### src/rtl/hop_scheduler.sv
// Turns raw HID keycodes into frame-paced frog hop commands (one hop per press, auto-repeat while held).
// Hops are offered on a valid/ready port; the current FSM state is exported on fsm_state for debug.
module hop_scheduler #(
    parameter int REPEAT_DELAY = 20,
    parameter int REPEAT_RATE  = 8
) (
    input  logic        Clk,
    input  logic        Reset_n,
    input  logic [15:0] keycode,
    input  logic        frame_clk,
    input  logic        hop_ready,
    output logic        hop_valid,
    output logic [1:0]  hop_dir,
    output logic [7:0]  hop_count,
    output logic [1:0]  fsm_state
);

    // Handshake: a hop transfers on any Clk edge where hop_valid && hop_ready; once raised,
    // hop_valid and hop_dir hold steady until that transfer (only reset can withdraw them).

    typedef enum logic [1:0] {
        IDLE  = 2'd0,
        ISSUE = 2'd1,
        HOLD  = 2'd2
    } state_t;

    localparam logic [7:0] DELAY_LD = 8'(REPEAT_DELAY);
    localparam logic [7:0] RATE_LD  = 8'(REPEAT_RATE);

    state_t      state, state_nx;
    logic [15:0] kc_q;
    logic [2:0]  fc_sync;
    logic        tick;
    logic [7:0]  frame_cnt, frame_cnt_nx;
    logic [1:0]  dir_nx;
    logic [7:0]  count_nx;

    // {ok, dir} for one HID usage code
    function automatic logic [2:0] decode(input logic [7:0] code);
        case (code)
            8'h1A, 8'h52: decode = 3'b1_00;
            8'h04, 8'h50: decode = 3'b1_01;
            8'h16, 8'h51: decode = 3'b1_10;
            8'h07, 8'h4F: decode = 3'b1_11;
            default:      decode = 3'b0_00;
        endcase
    endfunction

    logic [2:0] dec0, dec1;
    logic       dir_ok;
    logic [1:0] dec_dir;

    assign dec0    = decode(kc_q[7:0]);
    assign dec1    = decode(kc_q[15:8]);
    assign dir_ok  = dec0[2] | dec1[2];
    assign dec_dir = dec0[2] ? dec0[1:0] : dec1[1:0];

    assign fsm_state = state;

    // VS is asynchronous: two flops to synchronize, a third to find the rising edge.
    always_ff @(posedge Clk or negedge Reset_n) begin
        if (!Reset_n) begin
            kc_q    <= '0;
            fc_sync <= '0;
            tick    <= 1'b0;
        end else begin
            kc_q    <= keycode;
            fc_sync <= {fc_sync[1:0], frame_clk};
            tick    <= fc_sync[1] & ~fc_sync[2];
        end
    end

    always_ff @(posedge Clk or negedge Reset_n) begin
        if (!Reset_n) begin
            state     <= IDLE;
            hop_valid <= 1'b0;
            hop_dir   <= 2'd0;
            hop_count <= 8'd0;
            frame_cnt <= 8'd0;
        end else begin
            state     <= state_nx;
            hop_valid <= (state_nx == ISSUE);
            hop_dir   <= dir_nx;
            hop_count <= count_nx;
            frame_cnt <= frame_cnt_nx;
        end
    end

    always_comb begin
        state_nx     = state;
        dir_nx       = hop_dir;
        count_nx     = hop_count;
        frame_cnt_nx = frame_cnt;
        case (state)
            IDLE: begin
                if (dir_ok) begin
                    dir_nx       = dec_dir;
                    frame_cnt_nx = DELAY_LD;
                    state_nx     = ISSUE;
                end
            end
            ISSUE: begin
                // committed hop: key changes and ticks are ignored until it transfers
                if (hop_ready) begin
                    count_nx = hop_count + 8'd1;
                    state_nx = HOLD;
                end
            end
            HOLD: begin
                if (!dir_ok) begin
                    state_nx = IDLE;
                end else if (dec_dir != hop_dir) begin
                    dir_nx       = dec_dir;
                    frame_cnt_nx = DELAY_LD;
                    state_nx     = ISSUE;
                end else if (tick) begin
                    if (frame_cnt == 8'd1) begin
                        frame_cnt_nx = RATE_LD;
                        state_nx     = ISSUE;
                    end else if (frame_cnt > 8'd1) begin
                        frame_cnt_nx = frame_cnt - 8'd1;
                    end
                end
            end
            default: state_nx = IDLE;
        endcase
    end

endmodule

### config.mk
export PLATFORM = sky130hd
export DESIGN_NAME = hop_scheduler
export DESIGN_NICKNAME = d
export VERILOG_FILES = /design/src/rtl/hop_scheduler.sv
export SDC_FILE = /design/constraint.sdc
export NUM_CORES = 1
export LEC_CHECK = 0
export CELL_PAD_IN_SITES_DETAIL_PLACEMENT = 0
export CELL_PAD_IN_SITES_GLOBAL_PLACEMENT = 1
export CORE_ASPECT_RATIO = 1.1
export CORE_UTILIZATION = 42
export DETAILED_ROUTE_END_ITERATION = 7
export PLACE_DENSITY = 0.78
export SETUP_SLACK_MARGIN = 0.3
export SLEW_MARGIN = 20
export SYNTH_ARGS = -nofsm -noshare
export SYNTH_HDL_FRONTEND = slang
export SYNTH_SLANG_ARGS = --single-unit
### constraint.sdc
create_clock -name Clk -period 3.6 [get_ports Clk]
set_clock_uncertainty 0.15 [all_clocks]
set_input_delay 0.9 -clock Clk [delete_from_list [all_inputs] [get_ports Clk]]
set_output_delay 0.9 -clock Clk [all_outputs]
set_load 0.1 [all_outputs]
==> out/qor.txt, run 1 <==
RSZ-0062 raised after global routing = no
Starting density of the core = 0.442
Crit Path Category = reg2reg
Syn nets = 200
Ratio of cells with drive above 1 in the final layout = 0.189
Post-synth EDFFs = 0
CP cell instances = nor4b_4, o211ai_1, a311o_1, a41oi_4, nand2_1, or4_4, a21oi_1, a21oi_1
CP max-delay cell = dfrtp_1
Post-Syn Instances = 177
Pin count of the biggest net entering global routing = 42
Via count = 1464
VDD IR-drop max = 475 uV
Initial DRC Count = 53
Initial antenna violation count = 0
CP Max Fanout = 9
CTS Buf Count = 5
Worst-margin pin slew = 902 ps
Grt total ovfl = 0
Filler cells = 427
Dpl cells = 260
Slew Limit Fails = 0
Setup violations, final = 0
DRC violations left = 0
Synth Cell Area = 0.00209 sq mm
Setup TNS Final = 0 ps
Slew HR = 0.398
IO Count = 33
DRT antenna net count = 0
Final total power = 1.30 mW
Fin crit share = 0.776
Commonest non-fill, non-tap cell in the layout = dfrtp_1
Cell Count, Final, Fillers Out = 268
Clk sinks = 41
Core area = 0.00472 sq mm
Layout area overhead = 20.3%
Ys flop type = dfrtp_1
I/O Buffers = 32
Arr. time, crit path = 2800 ps
GR Util All Layers = 0.159
Syn_area_per_cell = 11.8 sq um
Die H = 75.9 um
Post-synthesis async set-or-reset flop share = 1.00
Outcome = finished, final reports clean
WP data required = 3600 ps
Final WL = 4.01 mm
Die area = 0.00526 sq mm
Commonest non-fill, non-tap cells in the layout = 41 x dfrtp_1, 18 x clkdlybuf4s50_1, 14 x nand2_1
Post-synthesis sequential area ratio = 0.492
CTS Hold Buffers Added = 0
GPL Wtd Cong = 0.812
NumNets Final = 234
Final Hold Violating Endpoints = 0
Startpoint Class = flop
Max Cap Violations = 0
Min Tclk post-route = 2800 ps
Resized Gates After CTS = 0
Initial DRT Pass Iterations = 4
Top cell by count, worst path = a21oi_1
First-pass GRT wire length = 6.69 mm
YS warnings = 0
Clk_lat worst skew = 280 ps
Endpoint class of the critical path = flop
Hold Crit Class = reg2reg
N_diodes = 0
Largest stage delay, worst path = 480 ps
Bufs on Longest Clock Path = 2
Synth cell types = 59
CTS clk-pin slew, worst paths = 80 ps
Leak Pwr = 1.06 nW
Pwr dens = 516 mW/mm^2
DPL Wire Length = 2.94 mm
Routed len/inst = 14.9 um
Row cnt = 26
CTS tree = yes
Seq cells post-synth = 41
Number of global-route vias before repair = 1488
Via density = 5.46
CTS Root Cell = clkbuf_8
H-tree levels = 2
Max Fclk = 358 MHz
Die width = 69.2 um
Setup Fix Bufs, Post-CTS = 0
==> stage by stage <==
step / instance area [sq um] / setup WS (ps) / hold slack (ps) / util
floorplan: 2090 / 972 / 181 / -
global placement: 2400 / 880 / 190 / 0.509
detailed placement: 2400 / 793 / 195 / 0.509
CTS: 2510 / 798 / 213 / 0.532
global route: 2510 / 613 / 219 / 0.532
finish: 2510 / 805 / 210 / 0.532
==> registers in the layout, summed over array words and instances (netlist names) <==
| signal | cells |
|---|---|
| fc_sync | 3 |
| frame_cnt | 8 |
| hop_valid | 1 |
| hop_count | 8 |
| kc_q | 16 |
| hop_dir | 2 |
| tick | 1 |
| fsm_state | 2 |
==> per-layer routing <==
layer / track usage / vias up / share of wire
met5: 0 / - / 0
met4: 0.0816 / 0 / 0.024
met3: 0.0412 / 13 / 0.031
met2: 0.259 / 27 / 0.51
met1: 0.192 / 703 / 0.44
li1: - / 721 / -
==> path summary, 6_finish.rpt <==
| check | endpoint | startpoint | slack (ps) | cells after the start |
|---|---|---|---|---|
| setup / recovery | frame_cnt[4]$_DFFE_PN0P_ | kc_q[10]$_DFF_PN0_ | 800 | 8 |
| hold / removal | fc_sync[1]$_DFF_PN0_ | fc_sync[0]$_DFF_PN0_ | 210 | 0 |
| setup reg to reg | frame_cnt[4]$_DFFE_PN0P_ | kc_q[10]$_DFF_PN0_ | 800 | 8 |
| hold reg to reg | fc_sync[1]$_DFF_PN0_ | fc_sync[0]$_DFF_PN0_ | 210 | 0 |
| max in group asynchronous | kc_q[13]$_DFF_PN0_ | Reset_n | 2150 | 1 |
| min in group asynchronous | hop_count[4]$_DFFE_PN0P_ | Reset_n | 590 | 1 |
==> cell type report <==
cell class              count  area, sq um  share of cell area
repair buffers             32          283               0.113
multi-input cells         125          998               0.398
well taps                  56         70.1              0.0279
clock inverters             2         38.8              0.0154
clock buffers               6         72.6              0.0289
inverters                   6         22.5             0.00897
flip-flops and latches     41         1030               0.409
==> Yosys cell counts, drive strengths merged, types with 3 or more instances <==
library cell   n  area share
o31ai          4       0.017
xnor2          7       0.033
xor2           6       0.034
a21oi         10       0.024
nor4b          3       0.020
or4            5       0.020
o21ai          5       0.012
nand3          6       0.014
nor2b          6       0.018
nor3b          3       0.011
and3b          3       0.013
nor2          10       0.018
nand2         14       0.025
ha             3       0.018
buf            5       0.019
dfrtp         41        0.49
inv            6       0.011
==> logic make-up after synthesis <==
kind of cell / Yosys count / share of synthesized area
compound gates: 39 / 0.179
xor+xnor: 13 / 0.0671
mux: 1 / 0.00540
fa+ha+maj: 3 / 0.0180
flops: 41 / 0.492
buf+inv: 11 / 0.0300
simple gates: 69 / 0.209
==> critical path, delay by kind of cell (launching register included) <==
kind,cells,cell delay (ps)
flip-flops,1,480
AO/OA/AOI/OAI,5,1160
AND/OR/NAND/NOR,3,860
==> power breakdown <==
| group | total, mW | internal (mW) | switching (mW) |
|---|---|---|---|
| Combinational | 0.359 | 0.103 | 0.256 |
| Sequential | 0.573 | 0.508 | 0.0655 |
| Clock | 0.364 | 0.208 | 0.156 |
| Total | 1.30 | 0.819 | 0.477 |
(Power assumes the default switching activity.)
==> run 2, diff against run 1 <==
==> constraint.sdc (replaced) <==
create_clock -name Clk -period 2.7 [get_ports Clk]
set_clock_uncertainty 0.15 [all_clocks]
set_input_delay 0.675 -clock Clk [delete_from_list [all_inputs] [get_ports Clk]]
set_output_delay 0.675 -clock Clk [all_outputs]
set_load 0.1 [all_outputs]
==> run 2 against run 1 <==
Effect of this change: core utilization grew 8.6 points; clock power grew 36%; total power grew 40%; maximum frequency increased by 5.7%; sequential cell count is the same; largest power group unchanged; register-to-register slack lost 750 ps; setup slack got worse by 750 ps; via count increased by 12%; largest cell class is now multi-input combinational cells.
==> out/qor.txt, run 2 (synthesized netlist as in run 1, its figures left out) <==
Outcome = finished, final reports clean (unchanged)
Die width = 69.2 um (unchanged)
Initial DRT Pass Iterations = 4 (unchanged)
Util after Layout = 0.618 (was 0.532)
Max Cap Violations = 0 (unchanged)
VDD IR-drop max = 673 uV (was 475 uV)
CTS tree = yes (unchanged)
Initial DRC Count = 47 (was 53)
Setup violations, final = 0 (unchanged)
Comb pwr share = 0.303 (was 0.277)
Pwr dens = 622 mW/mm^2 (was 516 mW/mm^2)
WP data required = 2720 ps (was 3600 ps)
RSZ-0062 raised after global routing = yes (was no)
Bufs on Longest Clock Path = 2 (unchanged)
Biggest register = kc_q (unchanged)
Clk sinks = 41 (unchanged)
Final WL = 4.56 mm (was 4.01 mm)
Layout area overhead = 39.7% (was 20.3%)
DPL Wire Length = 3.08 mm (was 2.94 mm)
DRT antenna net count = 0 (unchanged)
Clk_lat worst skew = 290 ps (was 280 ps)
CTS Root Cell = clkbuf_8 (unchanged)
Clock power frac = 0.272 (was 0.281)
Via density = 5.56 (was 5.46)
Ratio of cells with drive above 1 in the final layout = 0.395 (was 0.189)
I/O Buffers = 32 (unchanged)
Hold Crit Class = in2async (was reg2reg)
IO Count = 33 (unchanged)
First-pass GRT wire length = 7.82 mm (was 6.69 mm)
Core area = 0.00472 sq mm (unchanged)
Number of global-route vias before repair = 1689 (was 1488)
Setup TNS Final = 0 ps (unchanged)
Final total power = 1.81 mW (was 1.30 mW)
Commonest non-fill, non-tap cells in the layout = 33 x buf_4, 31 x dfrtp_1, 18 x clkdlybuf4s50_1 (was 41 x dfrtp_1, 18 x clkdlybuf4s50_1, 14 x nand2_1)
H-tree levels = 2 (unchanged)
N_diodes = 0 (unchanged)
GPL Wtd Cong = 0.807 (was 0.812)
Pin count of the biggest net entering global routing = 17 (was 42)
Sequential power share = 0.425 (was 0.442)
Row cnt = 26 (unchanged)
Largest register FFs = 16 (unchanged)
Slew HR = 0.712 (was 0.398)
Die area = 0.00526 sq mm (unchanged)
Final Hold Violating Endpoints = 0 (unchanged)
Initial antenna violation count = 0 (unchanged)
Arr. time, crit path = 2670 ps (was 2800 ps)
Leak Pwr = 1.23 nW (was 1.06 nW)
Die H = 75.9 um (unchanged)
Switching power = 0.674 mW (was 0.477 mW)
Commonest non-fill, non-tap cell in the layout = buf_4 (was dfrtp_1)
Endpoint class of the critical path = flop (unchanged)
Slew Limit Fails = 0 (unchanged)
DRC violations left = 0 (unchanged)
Startpoint Class = flop (unchanged)
GR Util All Layers = 0.187 (was 0.159)
Crit Path Category = reg2reg (unchanged)
Sw Share = 0.372 (was 0.368)
Grt total ovfl = 0 (unchanged)
Via count = 1636 (was 1464)
Biggest regs = kc_q: 16 flops, frame_cnt: 8 flops, hop_count: 8 flops (unchanged)
Starting density of the core = 0.442 (unchanged)
Max Fclk = 378 MHz (was 358 MHz)
Int Power = 1.14 mW (was 0.819 mW)
CP Max Fanout = 7 (was 9)
CTS clk-pin slew, worst paths = 80 ps (about the same)
Fin crit share = 0.980 (was 0.776)
CTS Buf Count = 5 (unchanged)
Routed len/inst = 15.5 um (was 14.9 um)
Worst-margin pin slew = 426 ps (was 902 ps)
Min Tclk post-route = 2640 ps (was 2800 ps)
NumNets Final = 260 (was 234)
-- run 2: cell count changes in the layout (fill, tap and decap cells not counted), moves of 3 or more --
cell     previous run  this run
a21oi_1            10         5
a21oi_2             0         5
buf_4              13        33
buf_6               0         5
dfrtp_1            41        31
dfrtp_2             0        10
nor2b_1             6         3
o21ai_0             5         1
o21ai_1             0         4
-- run 2: repair_timing --
item,in CTS,in global routing
buffers inserted,15,4
hold buffers,0,0
resized for setup,23,15
pin swaps,11,8
hold endpoints to repair,0,0
setup endpoints to repair,11,12
-- run 2: path summary, 6_finish.rpt --
| path | startpoint | end | slack, ps | depth (start not counted) |
|---|---|---|---|---|
| max | kc_q[6]$_DFF_PN0_ | fsm_state[0]$_DFF_PN0_ | 60 | 9 |
| min | Reset_n | fc_sync[0]$_DFF_PN0_ | 80 | 1 |
| max reg2reg | kc_q[6]$_DFF_PN0_ | fsm_state[0]$_DFF_PN0_ | 60 | 9 |
| min reg2reg | fc_sync[0]$_DFF_PN0_ | fc_sync[1]$_DFF_PN0_ | 200 | 0 |
| max in group asynchronous | Reset_n | kc_q[2]$_DFF_PN0_ | 1810 | 2 |
| min in group Clk | fc_sync[0]$_DFF_PN0_ | fc_sync[1]$_DFF_PN0_ | 200 | 0 |
-- run 2: power by group through the flow --
| stage | Sequential (mW) | Combinational [mW] | Clock, mW |
|---|---|---|---|
| 5_1_grt | 0.782 | 0.579 | 0.534 |
| 2_1_floorplan | 0.992 | 0.157 | 0 |
| 4_1_cts | 0.767 | 0.536 | 0.502 |
| 3_5_place_dp | 0.777 | 0.505 | 0 |
| 6_report | 0.770 | 0.549 | 0.494 |
| 3_3_place_gp | 0.773 | 0.500 | 0 |
-- run 2: layout make-up --
type                    instances  area (sq um)
clock buffers                   6          72.6
clock inverters                 2          38.8
fillers                       365          1800
inverters                       6          22.5
multi-input cells             125          1160
flip-flops and latches         41          1040
well taps                      56          70.1
repair buffers                 58           509
-- run 2: critical path: stages (launching register included) --
cell and delay [ps]:
dfrtp_2 510, buf_6 160, xnor2_1 160, nand4_1 110, a211o_2 340, a21boi_4 170, xnor2_4 190, a2111oi_4 470
nor2b_4 110, a2bb2oi_1 160
-- run 2: per-layer routing --
metal	GRT usage	part of all wire	vias to the layer above
li1	-	-	771
met5	0	0	-
met1	0.226	0.43	817
met4	0.0837	0.024	0
met3	0.0439	0.033	11
met2	0.315	0.51	37
-- run 2: through the flow --
| step | cell area, sq um | worst slack, ps | hold WS [ps] | cells |
|---|---|---|---|---|
| after floorplan | 2150 | 184 | 181 | 177 |
| after global routing | 2920 | -37.4 | 85.2 | 294 |
| after detailed placement | 2510 | 39.4 | 186 | 267 |
| final | 2920 | 55.3 | 81.4 | 294 |
| after CTS | 2830 | 128 | 82.5 | 290 |
| after global placement | 2510 | 148 | 188 | 267 |
